===== config.mk =====
export PLATFORM = sky130hd
export DESIGN_NAME = video_mem_arbiter
export DESIGN_NICKNAME = d
export VERILOG_FILES = /design/src/rtl/video_mem_pkg.sv /design/src/rtl/video_mem_arbiter.sv
export SDC_FILE = /design/constraint.sdc
export NUM_CORES = 1
export LEC_CHECK = 0
export BUFFER_PORTS_ARGS = -buffer_cell sky130_fd_sc_hd__clkbuf_2
export CAP_MARGIN = 20
export CORE_AREA = 10 10 113 115
export DETAILED_ROUTE_END_ITERATION = 16
export DIE_AREA = 0 0 123 125
export PLACE_DENSITY = 0.71
export SETUP_SLACK_MARGIN = 0.15
export SLEW_MARGIN = 20
export SYNTH_ARGS = -nofsm -noshare
export SYNTH_HDL_FRONTEND = slang
export SYNTH_SLANG_ARGS = --single-unit

===== constraint.sdc =====
create_clock -name pixel_clk -period 3.2 [get_ports pixel_clk]
set_input_delay 0.48 -clock pixel_clk [delete_from_list [all_inputs] [get_ports pixel_clk]]
set_output_delay 0.48 -clock pixel_clk [all_outputs]
set_load 0.02 [all_outputs]

===== src/rtl/video_mem_pkg.sv =====
// -----------------------------------------------------------------------------
// video_mem_pkg
//   Shared definitions for the video-memory path: the arbiter state encoding,
//   the default Wishbone address/data widths used by the display fetch path,
//   the frame writer and the arbiter, and the round-robin pick helper.
// -----------------------------------------------------------------------------
package video_mem_pkg;

   typedef enum logic [1:0] {
      IDLE   = 2'd0,
      GRANT0 = 2'd1,
      GRANT1 = 2'd2
   } arb_state_t;

   localparam int VMEM_AW = 32;
   localparam int VMEM_DW = 32;

   // Index of the requester to grant from IDLE. On a tie the requester that
   // did not own the bus last wins; otherwise whoever is asking wins.
   function automatic logic rr_pick(input logic req0, input logic req1,
                                    input logic last);
      return (req0 && req1) ? ~last : req1;
   endfunction

endpackage


===== src/rtl/video_mem_arbiter.sv =====
// -----------------------------------------------------------------------------
// video_mem_arbiter
//   Shares the single video-memory Wishbone classic port between the display
//   fetch path (r0) and the frame writer (r1). Registered round-robin grant
//   with a bounded burst: an owner may complete MAX_BEATS acknowledged beats
//   while the other requester waits, then it is sent back through IDLE.
//
// Ports
//   pixel_clk, pixel_rst      clock, synchronous active-high reset
//   r0_* / r1_*               Wishbone classic slave ports for the requesters
//                             (cyc, stb, we, adr, dat_w, sel in; ack, dat_r out)
//   m_*                       Wishbone classic master port to the memory
//                             controller (cyc, stb, we, adr, dat_w, sel out;
//                             ack, dat_r in)
//   gnt                       one-hot current owner, 2'b00 when idle
// -----------------------------------------------------------------------------
module video_mem_arbiter
   import video_mem_pkg::*;
#(
   parameter int AW        = VMEM_AW,
   parameter int DW        = VMEM_DW,
   parameter int MAX_BEATS = 16
) (
   input  logic            pixel_clk,
   input  logic            pixel_rst,

   input  logic            r0_cyc,
   input  logic            r0_stb,
   input  logic            r0_we,
   input  logic [AW-1:0]   r0_adr,
   input  logic [DW-1:0]   r0_dat_w,
   input  logic [DW/8-1:0] r0_sel,
   output logic            r0_ack,
   output logic [DW-1:0]   r0_dat_r,

   input  logic            r1_cyc,
   input  logic            r1_stb,
   input  logic            r1_we,
   input  logic [AW-1:0]   r1_adr,
   input  logic [DW-1:0]   r1_dat_w,
   input  logic [DW/8-1:0] r1_sel,
   output logic            r1_ack,
   output logic [DW-1:0]   r1_dat_r,

   output logic            m_cyc,
   output logic            m_stb,
   output logic            m_we,
   output logic [AW-1:0]   m_adr,
   output logic [DW-1:0]   m_dat_w,
   output logic [DW/8-1:0] m_sel,
   input  logic            m_ack,
   input  logic [DW-1:0]   m_dat_r,

   output logic [1:0]      gnt
);

   localparam int            BW        = $clog2(MAX_BEATS + 1);
   localparam logic [BW-1:0] BEATS_MAX = BW'(MAX_BEATS);

   arb_state_t    state_q, state_d;
   logic          last_q, last_d;
   logic [BW-1:0] beats_q, beats_d;
   logic [BW-1:0] beats_inc;
   logic          win;
   logic          own_cyc;
   logic          other_cyc;

   // State register
   always_ff @(posedge pixel_clk) begin
      if (pixel_rst) begin
         state_q <= IDLE;
         last_q  <= 1'b1;
         beats_q <= '0;
      end else begin
         state_q <= state_d;
         last_q  <= last_d;
         beats_q <= beats_d;
      end
   end

   // Saturating increment: once the owner has used its full allowance the
   // count stays at MAX_BEATS, so any further ack while the other side is
   // asking still triggers the handover.
   always_comb begin
      beats_inc = (beats_q == BEATS_MAX) ? BEATS_MAX : beats_q + 1'b1;
   end

   // Next-state logic
   always_comb begin
      state_d   = state_q;
      last_d    = last_q;
      beats_d   = beats_q;
      own_cyc   = 1'b0;
      other_cyc = 1'b0;
      win       = rr_pick(r0_cyc, r1_cyc, last_q);

      case (state_q)
         IDLE: begin
            if (r0_cyc || r1_cyc) begin
               state_d = win ? GRANT1 : GRANT0;
               last_d  = win;
               beats_d = '0;
            end
         end
         GRANT0, GRANT1: begin
            own_cyc   = (state_q == GRANT0) ? r0_cyc : r1_cyc;
            other_cyc = (state_q == GRANT0) ? r1_cyc : r0_cyc;
            if (m_ack) begin
               beats_d = beats_inc;
            end
            // A cyc drop on the same edge as the last allowed beat is simply
            // a release; both paths lead to IDLE, which gives the one-cycle
            // bubble between owners.
            if (!own_cyc || (m_ack && (beats_inc == BEATS_MAX) && other_cyc)) begin
               state_d = IDLE;
            end
         end
         default: state_d = IDLE;
      endcase
   end

   // Output mux: the owner is wired straight through, everything else is
   // held at zero so the memory side sees a clean idle bus.
   always_comb begin
      m_cyc   = 1'b0;
      m_stb   = 1'b0;
      m_we    = 1'b0;
      m_adr   = '0;
      m_dat_w = '0;
      m_sel   = '0;
      r0_ack  = 1'b0;
      r1_ack  = 1'b0;
      gnt     = 2'b00;

      case (state_q)
         GRANT0: begin
            m_cyc   = r0_cyc;
            m_stb   = r0_stb;
            m_we    = r0_we;
            m_adr   = r0_adr;
            m_dat_w = r0_dat_w;
            m_sel   = r0_sel;
            r0_ack  = m_ack;
            gnt     = 2'b01;
         end
         GRANT1: begin
            m_cyc   = r1_cyc;
            m_stb   = r1_stb;
            m_we    = r1_we;
            m_adr   = r1_adr;
            m_dat_w = r1_dat_w;
            m_sel   = r1_sel;
            r1_ack  = m_ack;
            gnt     = 2'b10;
         end
         default: ;
      endcase
   end

   // Read data is broadcast; each master only samples it on its own ack.
   assign r0_dat_r = m_dat_r;
   assign r1_dat_r = m_dat_r;

endmodule

==> implementation parameters, run 1 <==
Parameter                              Value

Yosys
  Sequential area share after synthesis ... 7.51%
  Number of synthesized flops with an enable pin ... 0
  Number of cells produced by synthesis ... 296
  Average size of a mapped cell ... between 7 and 8 um^2
  Share of the synthesized area in the top cell type ... around a quarter
  Post-synthesis sequential element count ... 8
  Top area cells in the synthesized netlist ... sky130_fd_sc_hd__a22oi_1 (26%), sky130_fd_sc_hd__buf_4 (23%), sky130_fd_sc_hd__nor2b_1 (21%)
  Ys async rst share ... 0%
  Warnings from Yosys ... 0
  Synth cell count leaders ... sky130_fd_sc_hd__a22oi_1 (73), sky130_fd_sc_hd__nor2b_1 (72), sky130_fd_sc_hd__buf_4 (65), sky130_fd_sc_hd__clkbuf_1 (22), sky130_fd_sc_hd__dfxtp_1 (8)
  Most frequently used cell type in the post-synthesis netlist ... sky130_fd_sc_hd__a22oi_1
  Post-synthesis cell area ... 2130 um^2
  Top cell type by total area after synthesis ... sky130_fd_sc_hd__a22oi_1
  Net count after synthesis ... approximately 480
  Most frequently used flop master after synthesis ... sky130_fd_sc_hd__dfxtp_1
  Yosys cell types ... 33

Worst hold path
  Hold endpoint ... beats_q[1]
  Startpoint of the tightest hold check path ... beats_q[1]
  Worst Hold Depth ... 2
  Hold Path Class ... reg -> reg

Routing
  Post-route antenna net violation count ... 0
  Residual DRC count ... 0
  Via density ... ~4.5
  DR WL/cell ... 16.7 um
  Total length of routed wires ... 9560 um
  Number of vias in the routed layout ... 2,597
  First DRT Iteration DRCs ... around 150
  Detailed-routing iteration count for the pre-antenna-repair pass ... 7

STA
  Unrepaired setup endpoints after global routing ... no
  Headroom to the max-slew limit ... 54.6%
  Period utilisation layout ... 82.3%
  PnR worst setup slack ... 0.566 ns
  Final period demand of the worst path ... ~2.6 ns
  Final Hold Viols ... 0
  Final count of pins violating max slew ... 0
  Transition time of the tightest slew-check pin ... just under 0.7 ns
  Final worst hold slack ... roughly 0.55 ns
  Final count of negative-setup-slack endpoints ... 0
  Max Clk Rate ... around 380 MHz
  Worst clock skew ... 0.00484 ns
  Sum of negative setup slack ... 0 ns

Critical path
  Register-to-register setup slack ... roughly 1.0 ns
  Arr. time, crit path ... around 2.2 ns
  Beginning of the worst register-to-register path ... state_q[1]
  Kind of end point of the critical path ... output pin
  Endpoint of the worst-slack reg-to-reg timing path ... state_q[0]
  Worst Reg2Reg Path Length in Cells ... 7
  Critical Path Start Type ... register
  Maximum net fanout on the critical path ... 48
  Worst Path Required ... roughly 2.7 ns
  Worst setup path category ... reg -> out

Power and ir drop
  Switching power ... between 0.3 and 0.4 mW
  Fraction of power consumed by combinational cells ... 71.9%
  Part of the total power dissipated in sequential elements ... around 13%
  P_leak ... 1.38 nW
  Largest voltage drop on the vdd net ... between 100 and 150 uV
  Int Pwr ... between 0.4 and 0.5 mW
  Part of the power in the clock network ... 14.6%
  Switching part of the total ... 44.9%
  Power density over the cells ... approximately 290 nW/um^2

CTS
  Total of cells resized after clock tree synthesis ... 0
  Clock sink count ... 8
  Total clock buffers created by CTS ... 3
  Latest clock arrival within the worst-skew pair ... 0.23 ns
  Clk pin slew, worst setup/hold paths ... approximately 0.040 ns
  Clock tree from TritonCTS ... built
  CTS Root Buffer Type ... sky130_fd_sc_hd__clkbuf_8
  Number of buffers inserted by hold repair at cts ... 0
  H-tree lvl count ... 1
  Max Buffers Root-to-Sink ... 2
  Count of buffers added by post-CTS timing repair for setup ... 0

Floorplan
  Starting density of the core ... between 20% and 30%
  Chip Width ... 123 um
  Total Die Area ... 15,400 um^2
  Row count ... 38
  Core area ... between 10,000 and 15,000 um^2
  Height of the die ... 125 um
  Number of I/O pins ... roughly 320

Final layout
  Fraction of layout cells with a size suffix above 1 ... between 50% and 60%
  Post-route cell area ... between 2000 and 3000 um^2
  Sequential cell area ... 160 um^2
  Multi-input combinational cell area ... approximately 1400 um^2
  Number of fillers in the final layout ... 1,183
  Area Growth Syn to Fin ... 37.7%
  Count of placed standard cells in the final layout, fillers left out ... ~570
  Final antenna diode count ... 0
  Fin nets ... a little over 600

Placement
  Post-place instance area ... 2900 um^2
  Number of placed instances, taps included ... approximately 570
  Minimum setup slack after placement ... between 0.7 and 0.8 ns
  GPL Wtd Cong ... around 0.82
  Half-perimeter wire length after placement ... 8150 um
  Number of port buffers ... ~220

Status
  Result of the run ... finished clean

Global routing
  Largest net degree at the start of global routing ... between 40 and 50
  Grt ovf ... 0
  GRT Total Usage ... between 10% and 20%
  Wire length of the first global-routing pass ... 14,000 um
  Vias in the first global route ... 2,739
  Antenna violations before repair ... 0

Run
  Max-cap violations ... 0
## worst max-delay path, stage by stage, from the launching register on
cell	delay [ns]
sky130_fd_sc_hd__dfxtp_1	0.35
sky130_fd_sc_hd__inv_1	0.09
sky130_fd_sc_hd__ha_2	0.76
sky130_fd_sc_hd__buf_4	0.36
sky130_fd_sc_hd__nor2b_1	0.17
sky130_fd_sc_hd__clkbuf_2	0.18
## routing by layer
layer	vias to the layer above	part of all wire, %	global-route usage, %
li1	1258	-	-
met1	1155	36	11.6
met2	148	48	19.1
met3	36	13	4.32
met4	0	3.5	4.46
met5	-	0	0
## how the worst max path moves through the flow
stage               startpoint     endpoint  slack [ns]  depth (start not counted)
finish              state_q[1]  m_dat_w[17]        0.57                          5
global route        state_q[1]    m_adr[22]        0.36                          5
CTS                 state_q[1]  m_dat_w[17]        0.53                          5
detailed placement  state_q[1]  m_dat_w[17]        0.79                          5
global placement    state_q[1]  m_dat_w[17]        0.81                          5
floorplan           state_q[1]    m_adr[10]        1.14                          6
## metrics by stage
step | power [mW] | util (%)
after floorplan | 0.614 | -
after global placement | 0.721 | 27.3
after detailed placement | 0.721 | 27.3
after CTS | 0.848 | 27.7
after global routing | 0.910 | 27.7
final | 0.837 | 27.7
## registers in the layout, indices dropped and copies added (netlist names)
name	cells
last_q	1
beats_q	5
state_q	2
## logic make-up (layout without fill, tap and decap cells)
group | count (synthesis) | after routing | share of synthesized area [%]
XOR/XNOR | 4 | 4 | 1.64
AND/OR/NAND/NOR | 99 | 99 | 28.5
flip-flops | 8 | 8 | 7.51
multiplexers | 1 | 1 | 0.704
buffers and inverters | 93 | 231 | 27.9
AO/OA/AOI/OAI | 85 | 85 | 30.3
adder cells (fa/ha/maj) | 6 | 6 | 3.52
## layout make-up
cell class / instances / share of cell area (%)
Clock buffer: 3 / 1.41
Multi-Input combinational cell: 195 / 47.2
Tap cell: 140 / 5.97
Timing Repair Buffer: 224 / 39.5
Sequential cell: 8 / 5.45
Inverter: 4 / 0.511
## power by group through the flow
stage,sequential [mW],combinational (mW),clock (mW)
floorplan,0.113,0.501,0
global placement,0.114,0.607,0
detailed placement,0.114,0.607,0
CTS,0.112,0.610,0.126
global route,0.113,0.664,0.133
finish,0.112,0.602,0.123
## cells in the final DEF (no fill, tap or decap), types with 4 or more instances in the layout
cell                       instances
sky130_fd_sc_hd__dfxtp_1           8
sky130_fd_sc_hd__a22oi_1          73
sky130_fd_sc_hd__clkbuf_2        219
sky130_fd_sc_hd__nor2b_1          72
sky130_fd_sc_hd__nor2_1            6
sky130_fd_sc_hd__inv_1             4
sky130_fd_sc_hd__nand2_1           4
sky130_fd_sc_hd__nand3_1           4
No activity file was read; power rests on OpenSTA's default activity.
==> run 2: changes to the inputs <==
- CORE_AREA: 10 10 113 115 -> 10 10 116 118
- DIE_AREA: 0 0 123 125 -> 0 0 126 128
- PLACE_DENSITY: 0.71 -> 0.7
- clock period: 3.2 -> 2.4 ns (I/O delays scaled with it)
==> run 2 against run 1 <==
Core utilization down 1.1 points; combinational power up 36%; global-route usage down 0.36 points; hold slack worse by 0.12 ns; cell count up 0.52%; clock-buffer cell count unchanged; sequential share of layout area down 0.098 points; highest routed layer unchanged; via count down 0.85%; largest cell class unchanged; setup slack worse by 0.27 ns.
==> implementation parameters, run 2 (synthesis gave the netlist of run 1 again) <==
Parameter                              Value

Status
  Result of the run ... finished clean

Critical path
  Worst Reg2Reg Path Length in Cells ... 7 (unchanged)
  Critical Path Start Type ... register
  Kind of end point of the critical path ... output pin
  Maximum net fanout on the critical path ... 30 (-38%)
  Endpoint of the worst-slack reg-to-reg timing path ... beats_q[1]
  Register-to-register setup slack ... 0.56 ns (-0.48 ns)
  Worst Path Required ... 2.04 ns (-0.68 ns)
  Beginning of the worst register-to-register path ... state_q[1]
  Arr. time, crit path ... 1.74 ns (-0.41 ns)
  Worst setup path category ... reg -> out

STA
  Transition time of the tightest slew-check pin ... 0.360 ns (-0.321 ns)
  Worst clock skew ... 0.00460 ns (-0.000234 ns)
  Final period demand of the worst path ... 2.10 ns
  Headroom to the max-slew limit ... 76.0% (+21 points)
  Final Hold Viols ... 0 (unchanged)
  Final count of negative-setup-slack endpoints ... 0 (unchanged)
  Period utilisation layout ... 87.7%
  Sum of negative setup slack ... 0 ns (unchanged)
  Final count of pins violating max slew ... 0 (unchanged)
  Unrepaired setup endpoints after global routing ... no
  Max Clk Rate ... roughly 480 MHz

Final layout
  Number of fillers in the final layout ... 1,221 (+3.2%)
  Top reg by flops ... beats_q
  Area Growth Syn to Fin ... 40.2%
  Number of flip-flops in the largest register ... 5 (unchanged)
  Leading registers by flop count ... beats_q: 5 flops, state_q: 2 flops, last_q: 1 flops
  Utilization after layout ... 26.6% (-1.1 points)
  Fin nets ... 619 (unchanged)
  Leading cell type in the layout, fill and taps excluded ... sky130_fd_sc_hd__clkbuf_2
  Post-route cell area ... 2990 um^2 (+1.8%)
  Final antenna diode count ... 0 (unchanged)
  Commonest cells after routing, fill and taps aside ... sky130_fd_sc_hd__clkbuf_2 (219), sky130_fd_sc_hd__a22oi_1 (73), sky130_fd_sc_hd__nor2b_1 (72)
  Fraction of layout cells with a size suffix above 1 ... 54.6% (unchanged)

CTS
  Max Buffers Root-to-Sink ... 2 (unchanged)
  Clock sink count ... 8 (unchanged)
  Total of cells resized after clock tree synthesis ... 0 (unchanged)
  Clock tree from TritonCTS ... built
  Latest clock arrival within the worst-skew pair ... 0.23 ns (about the same)
  Count of buffers added by post-CTS timing repair for setup ... 0 (unchanged)
  Number of buffers inserted by hold repair at cts ... 0 (unchanged)
  Total clock buffers created by CTS ... 3 (unchanged)
  H-tree lvl count ... 1 (unchanged)
  CTS Root Buffer Type ... sky130_fd_sc_hd__clkbuf_16
  Clk pin slew, worst setup/hold paths ... 0.04 ns (about the same)

Power and ir drop
  Switching part of the total ... 41.0% (-3.8 points)
  Part of the total power dissipated in sequential elements ... 12.1% (-1.3 points)
  Power density over the cells ... 417 nW/um^2 (+46%)
  Int Pwr ... 0.735 mW (+59%)
  Switching power ... 0.511 mW (+36%)
  P_leak ... 1.40 nW (+1.5%)
  Fraction of power consumed by combinational cells ... 65.9% (-6.0 points)
  Part of the power in the clock network ... 22.0% (+7.4 points)
  Largest voltage drop on the vdd net ... 311 uV (+140%)

Global routing
  Grt ovf ... 0 (unchanged)
  Antenna violations before repair ... 0 (unchanged)
  GRT busiest layer ... met2
  GRT Total Usage ... 10.7% (-0.36 points)
  Met2 routing resource usage after global routing ... 19.9% (+0.81 points)
  Largest net degree at the start of global routing ... 75 (+53%)
  Vias in the first global route ... 2,716 (-0.84%)
  Wire length of the first global-routing pass ... 14,400 um (+2.4%)
  Met3 usage in global routing ... 4.55% (+0.23 points)
  Global-route met1 utilization ... 10.5% (-1.1 points)

Routing
  Via density ... 4.46 (-1.4%)
  Number of vias in the routed layout ... 2,575 (-0.85%)
  First DRT Iteration DRCs ... 84 (-42%)
  Detailed-routing iteration count for the pre-antenna-repair pass ... 4 (-3)
  Residual DRC count ... 0 (unchanged)
  DR WL/cell ... 16.7 um (about the same)
  Post-route antenna net violation count ... 0 (unchanged)
  Total length of routed wires ... 9610 um (+0.53%)

Placement
  Post-place instance area ... 2910 um^2 (+0.56%)
  GPL Wtd Cong ... 0.710 (-13%)
  Half-perimeter wire length after placement ... 8150 um (about the same)
  Number of port buffers ... 219 (unchanged)

Floorplan
  Number of I/O pins ... 316 (unchanged)
  Core area ... 11,200 um^2 (+5.9%)
  Height of the die ... 128 um (+2.4%)
  Chip Width ... 126 um (+2.4%)
  Row count ... 39 (+2.6%)
  Total Die Area ... 16,100 um^2 (+4.9%)
  Starting density of the core ... 19.0% (-1.1 points)

Worst hold path
  Hold endpoint ... beats_q[2]
  Startpoint of the tightest hold check path ... pixel_rst
  Worst Hold Depth ... 2 (unchanged)
  Hold Path Class ... in -> reg

Run
  Max-cap violations ... 0 (unchanged)
[run 2: cell types whose count changed in the layout (fill, tap and decap cells not counted)]
cell                        previous run  this run
sky130_fd_sc_hd__buf_6                 0         1
sky130_fd_sc_hd__buf_12                2         3
sky130_fd_sc_hd__buf_4                 3         1
sky130_fd_sc_hd__clkbuf_8              3         0
sky130_fd_sc_hd__clkbuf_16             0         3
[run 2: worst max path at each step]
stage	cells past startpoint	startpoint	end	slack (ns)
finish	5	state_q[1]	m_adr[15]	0.30
floorplan	6	state_q[1]	m_adr[10]	0.46
global route	5	state_q[1]	m_adr[15]	0.15
CTS	5	state_q[1]	m_adr[15]	0.24
detailed placement	6	state_q[0]	m_adr[3]	0.49
global placement	5	state_q[1]	m_adr[15]	0.50
[run 2: per-layer routing]
metal,share of wire (%),up-vias,wire (um)
met5,0,-,0
li1,-,1260,-
met4,2.0,0,197
met3,12,19,1140
met2,52,159,4980
met1,34,1137,3300
[run 2: per-stage QoR]
| step | worst slack (ns) | power (mW) | hold slack, ns | cells |
|---|---|---|---|---|
| 2_1_floorplan | 0.455 | 0.819 | 0.502 | 296 |
| 3_3_place_gp | 0.500 | 0.984 | 0.537 | 574 |
| 3_5_place_dp | 0.489 | 0.988 | 0.550 | 574 |
| 4_1_cts | 0.241 | 1.27 | 0.429 | 577 |
| 5_1_grt | 0.152 | 1.35 | 0.452 | 577 |
| 6_report | 0.296 | 1.25 | 0.432 | 577 |
[run 2: power by group through the flow]
stage          registers, mW  clock network, mW  logic [mW]
6_report               0.150              0.275       0.821
5_1_grt                0.152              0.291       0.908
4_1_cts                0.150              0.280       0.840
3_5_place_dp           0.152                  0       0.836
3_3_place_gp           0.152                  0       0.833
2_1_floorplan          0.151                  0       0.668
[run 2: final cells by class]
cell class	count	area [um^2]	share of cell area (%)
clock buffer	3	75.1	2.51
tap	143	179	5.98
inverter	4	15.0	0.502
timing repair buffer	224	1170	39.3
multi-input combinational	195	1390	46.4
sequential	8	160	5.36
[run 2: worst max-delay path, stage by stage (launching register included)]
cell	delay [ns]
sky130_fd_sc_hd__dfxtp_1	0.35
sky130_fd_sc_hd__inv_1	0.08
sky130_fd_sc_hd__ha_2	0.51
sky130_fd_sc_hd__buf_12	0.20
sky130_fd_sc_hd__nor2b_1	0.18
sky130_fd_sc_hd__clkbuf_2	0.20
==> run 3: changes to the inputs <==
- ABC_AREA: default -> 1
- CORE_AREA: 10 10 116 118 -> 10 10 113 115
- CTS_BUF_LIST: default -> sky130_fd_sc_hd__clkbuf_8
- DIE_AREA: 0 0 126 128 -> 0 0 123 125
- PLACE_DENSITY: 0.7 -> 0.73
==> run 3 against run 2 <==
Register-to-register slack gained 0.14 ns; clock power shrank 38%; critical path depth grew 1; sequential power grew 7%; critical path type unchanged; combinational power shrank 2.7%; design area shrank 3.8%; total power shrank 9.4%; largest cell class unchanged; largest power group unchanged; sequential share of layout area grew 0.21 points; cell count grew 15%; highest routed layer unchanged.
==> implementation parameters, run 3 <==
Parameter                              Value

Status
  Result of the run ... finished clean

Final layout
  Post-route cell area ... 2880 um^2 (-3.8%)
  Fraction of layout cells with a size suffix above 1 ... 47.0% (-7.7 points)
  Fin nets ... 711 (+15%)
  Top reg by flops ... beats_q
  Leading registers by flop count ... beats_q: 5 flops, state_q: 2 flops, last_q: 1 flops
  Utilization after layout ... 27.1% (+0.50 points)
  Final antenna diode count ... 0 (unchanged)
  Leading cell type in the layout, fill and taps excluded ... sky130_fd_sc_hd__clkbuf_2
  Area Growth Syn to Fin ... 38.4%
  Commonest cells after routing, fill and taps aside ... sky130_fd_sc_hd__clkbuf_2 (219), sky130_fd_sc_hd__nand2_1 (161), sky130_fd_sc_hd__a21oi_1 (80)
  Number of flip-flops in the largest register ... 5 (unchanged)

Yosys
  Average size of a mapped cell ... 5.39 um^2 (-25%)
  Share of the synthesized area in the top cell type ... 29.1% (+3.4 points)
  Most frequently used flop master after synthesis ... sky130_fd_sc_hd__dfxtp_1
  Warnings from Yosys ... 0 (unchanged)
  Main combinational cell family by area after synthesis ... simple AND/OR/NAND/NOR gates
  Ys async rst share ... 0% (unchanged)
  Top area cells in the synthesized netlist ... sky130_fd_sc_hd__nand2_1 (29%), sky130_fd_sc_hd__buf_4 (23%), sky130_fd_sc_hd__a21oi_1 (19%)
  Sequential area share after synthesis ... 7.70% (+0.19 points)
  Number of cells produced by synthesis ... 386 (+30%)
  Yosys cell types ... 26 (-21%)
  Synthesized-area fraction occupied by adder cells ... 3.61% (+0.091 points)
  Top cell type by total area after synthesis ... sky130_fd_sc_hd__nand2_1
  Xor and xnor area share after synthesis ... 0% (-1.6 points)
  Post-synthesis sequential element count ... 8 (unchanged)
  Synthesized-area fraction occupied by ao, oa, aoi and oai cells ... 22.2% (-8.1 points)
  Post-synthesis cell area ... 2080 um^2 (-2.5%)
  Synth cell count leaders ... sky130_fd_sc_hd__nand2_1 (161), sky130_fd_sc_hd__a21oi_1 (80), sky130_fd_sc_hd__buf_4 (64), sky130_fd_sc_hd__inv_1 (15), sky130_fd_sc_hd__clkbuf_1 (11)
  Number of synthesized flops with an enable pin ... 0 (unchanged)
  Most frequently used cell type in the post-synthesis netlist ... sky130_fd_sc_hd__nand2_1
  Mux contribution to synthesized area ... 0% (-0.70 points)
  Share of synthesized cell area in and, or, nand and nor gates ... 35.1% (+6.6 points)
  Net count after synthesis ... 569 (+19%)

Global routing
  Vias in the first global route ... 2,757 (+1.5%)
  GRT busiest layer ... met2
  Met3 usage in global routing ... 3.24% (-1.3 points)
  Met2 routing resource usage after global routing ... 20.6% (+0.70 points)
  Largest net degree at the start of global routing ... 39 (-48%)
  Wire length of the first global-routing pass ... 14,900 um (+3.7%)
  Antenna violations before repair ... 0 (unchanged)
  Global-route met1 utilization ... 12.6% (+2.1 points)
  Grt ovf ... 0 (unchanged)
  GRT Total Usage ... 11.7% (+1.1 points)

CTS
  Clock sink count ... 8 (unchanged)
  Clock tree from TritonCTS ... built
  Max Buffers Root-to-Sink ... 2 (unchanged)
  CTS Root Buffer Type ... sky130_fd_sc_hd__clkbuf_8
  Number of buffers inserted by hold repair at cts ... 0 (unchanged)
  Total clock buffers created by CTS ... 3 (unchanged)
  H-tree lvl count ... 1 (unchanged)
  Clk pin slew, worst setup/hold paths ... 0.05 ns (about the same)
  Latest clock arrival within the worst-skew pair ... 0.24 ns (about the same)

Power and ir drop
  Power density over the cells ... 392 nW/um^2 (-5.8%)
  Overall power consumption ... 1.13 mW (-9.4%)
  Largest voltage drop on the vdd net ... 271 uV (-13%)
  P_leak ... 1.43 nW (+1.7%)

Routing
  DR WL/cell ... 15.1 um (-9.2%)
  Residual DRC count ... 0 (unchanged)
  Total length of routed wires ... 10,100 um (+4.8%)
  Detailed-routing iteration count for the pre-antenna-repair pass ... 4 (unchanged)
  Via density ... 4.20 (-6.0%)
  Number of vias in the routed layout ... 2,794 (+8.5%)
  First DRT Iteration DRCs ... 136 (+62%)
  Post-route antenna net violation count ... 0 (unchanged)

Placement
  Post-place instance area ... 2830 um^2 (-2.7%)
  Number of port buffers ... 219 (unchanged)
  Half-perimeter wire length after placement ... 8530 um (+4.7%)
  GPL Wtd Cong ... 0.868 (+22%)
  Minimum setup slack after placement ... 0.503 ns (+0.0138 ns)

STA
  Final count of pins violating max slew ... 0 (unchanged)
  Period utilisation layout ... 87.5% (-0.14 points)
  Max Clk Rate ... 476 MHz (+0.15%)
  Unrepaired setup endpoints after global routing ... no
  Worst clock skew ... 0.00632 ns (+0.00172 ns)
  Final period demand of the worst path ... 2.10 ns (-0.00325 ns)
  Final Hold Viols ... 0 (unchanged)
  Final count of negative-setup-slack endpoints ... 0 (unchanged)
  Transition time of the tightest slew-check pin ... 0.401 ns (+0.0416 ns)
  Sum of negative setup slack ... 0 ns (unchanged)
  PnR worst setup slack ... 0.299 ns (+0.00325 ns)
  Headroom to the max-slew limit ... 73.2% (-2.8 points)

Critical path
  Arr. time, crit path ... 1.74 ns (about the same)
  Cells along the critical path ... inv_1 > ha_1 > inv_2 > buf_4 > a21oi_1 > clkbuf_2
  Maximum net fanout on the critical path ... 36 (+20%)
  Worst Path Required ... 2.04 ns (about the same)
  Kind of end point of the critical path ... output pin
  Delay of the slowest cell on the worst path ... 0.38 ns (-0.13 ns)
  Critical Path Start Type ... register
  Cell with the biggest individual delay on the critical path ... sky130_fd_sc_hd__dfxtp_1
  Worst setup path category ... reg -> out
  Register-to-register setup slack ... 0.70 ns (+0.14 ns)

Floorplan
  Row count ... 38 (-2.6%)
  Chip Width ... 123 um (-2.4%)
  Number of I/O pins ... 316 (unchanged)
  Core area ... 10,600 um^2 (-5.5%)
  Total Die Area ... 15,400 um^2 (-4.7%)
  Height of the die ... 125 um (-2.3%)
  Starting density of the core ... 19.6% (+0.61 points)

Worst hold path
  Hold Path Class ... in -> reg

Run
  Max-cap violations ... 0 (unchanged)
==> run 3: metal layers <==
metal / part of all wire (%) / wire, um
met3: 11 / 1110
met1: 35 / 3480
met4: 4.3 / 437
met5: 0 / 0
met2: 50 / 5050
==> run 3: report_power, final <==
group / internal (mW) / switching [mW]
clock: 0.109 / 0.0603
sequential: 0.148 / 0.0125
combinational: 0.277 / 0.523
total: 0.534 / 0.595
==> run 3: cell families (layout without fill, tap and decap cells) <==
logic type	Yosys count	count (layout)
AO/OA/AOI/OAI	86	86
AND/OR/NAND/NOR	179	179
flip-flops	8	8
adder cells (fa/ha/maj)	6	6
buffers and inverters	107	247
==> run 3: final timing paths <==
check	cells past startpoint	end	startpoint
min reg2reg	2	last_q	last_q
max reg2reg	9	state_q[0]	state_q[1]
max	6	m_adr[16]	state_q[1]
min	2	state_q[0]	pixel_rst
==> run 3: what timing repair did <==
item | in CTS | in global routing
gates resized for setup | 0 | 1
buffers inserted | 0 | 0
endpoints found under the setup margin | 0 | 13
==> run 3: per-stage QoR <==
stage	std cells	hold slack [ns]
global route	666	0.396
finish	666	0.390
CTS	666	0.388
floorplan	386	0.422
global placement	663	0.452
detailed placement	663	0.444
==> run 3: critical path, delay by kind of cell (launching register included) <==
family / cells / cell delay (ns)
buf+inv: 4 / 0.68
compound gates: 1 / 0.10
flops: 1 / 0.38
fa+ha+maj: 1 / 0.32
==> run 3: layout make-up <==
class	count	area, um^2
fillers	1251	7720
multi-input cells	271	1270
repair buffers	225	1160
well taps	140	175
flip-flops and latches	8	160
inverters	19	72.6
clock buffers	3	41.3
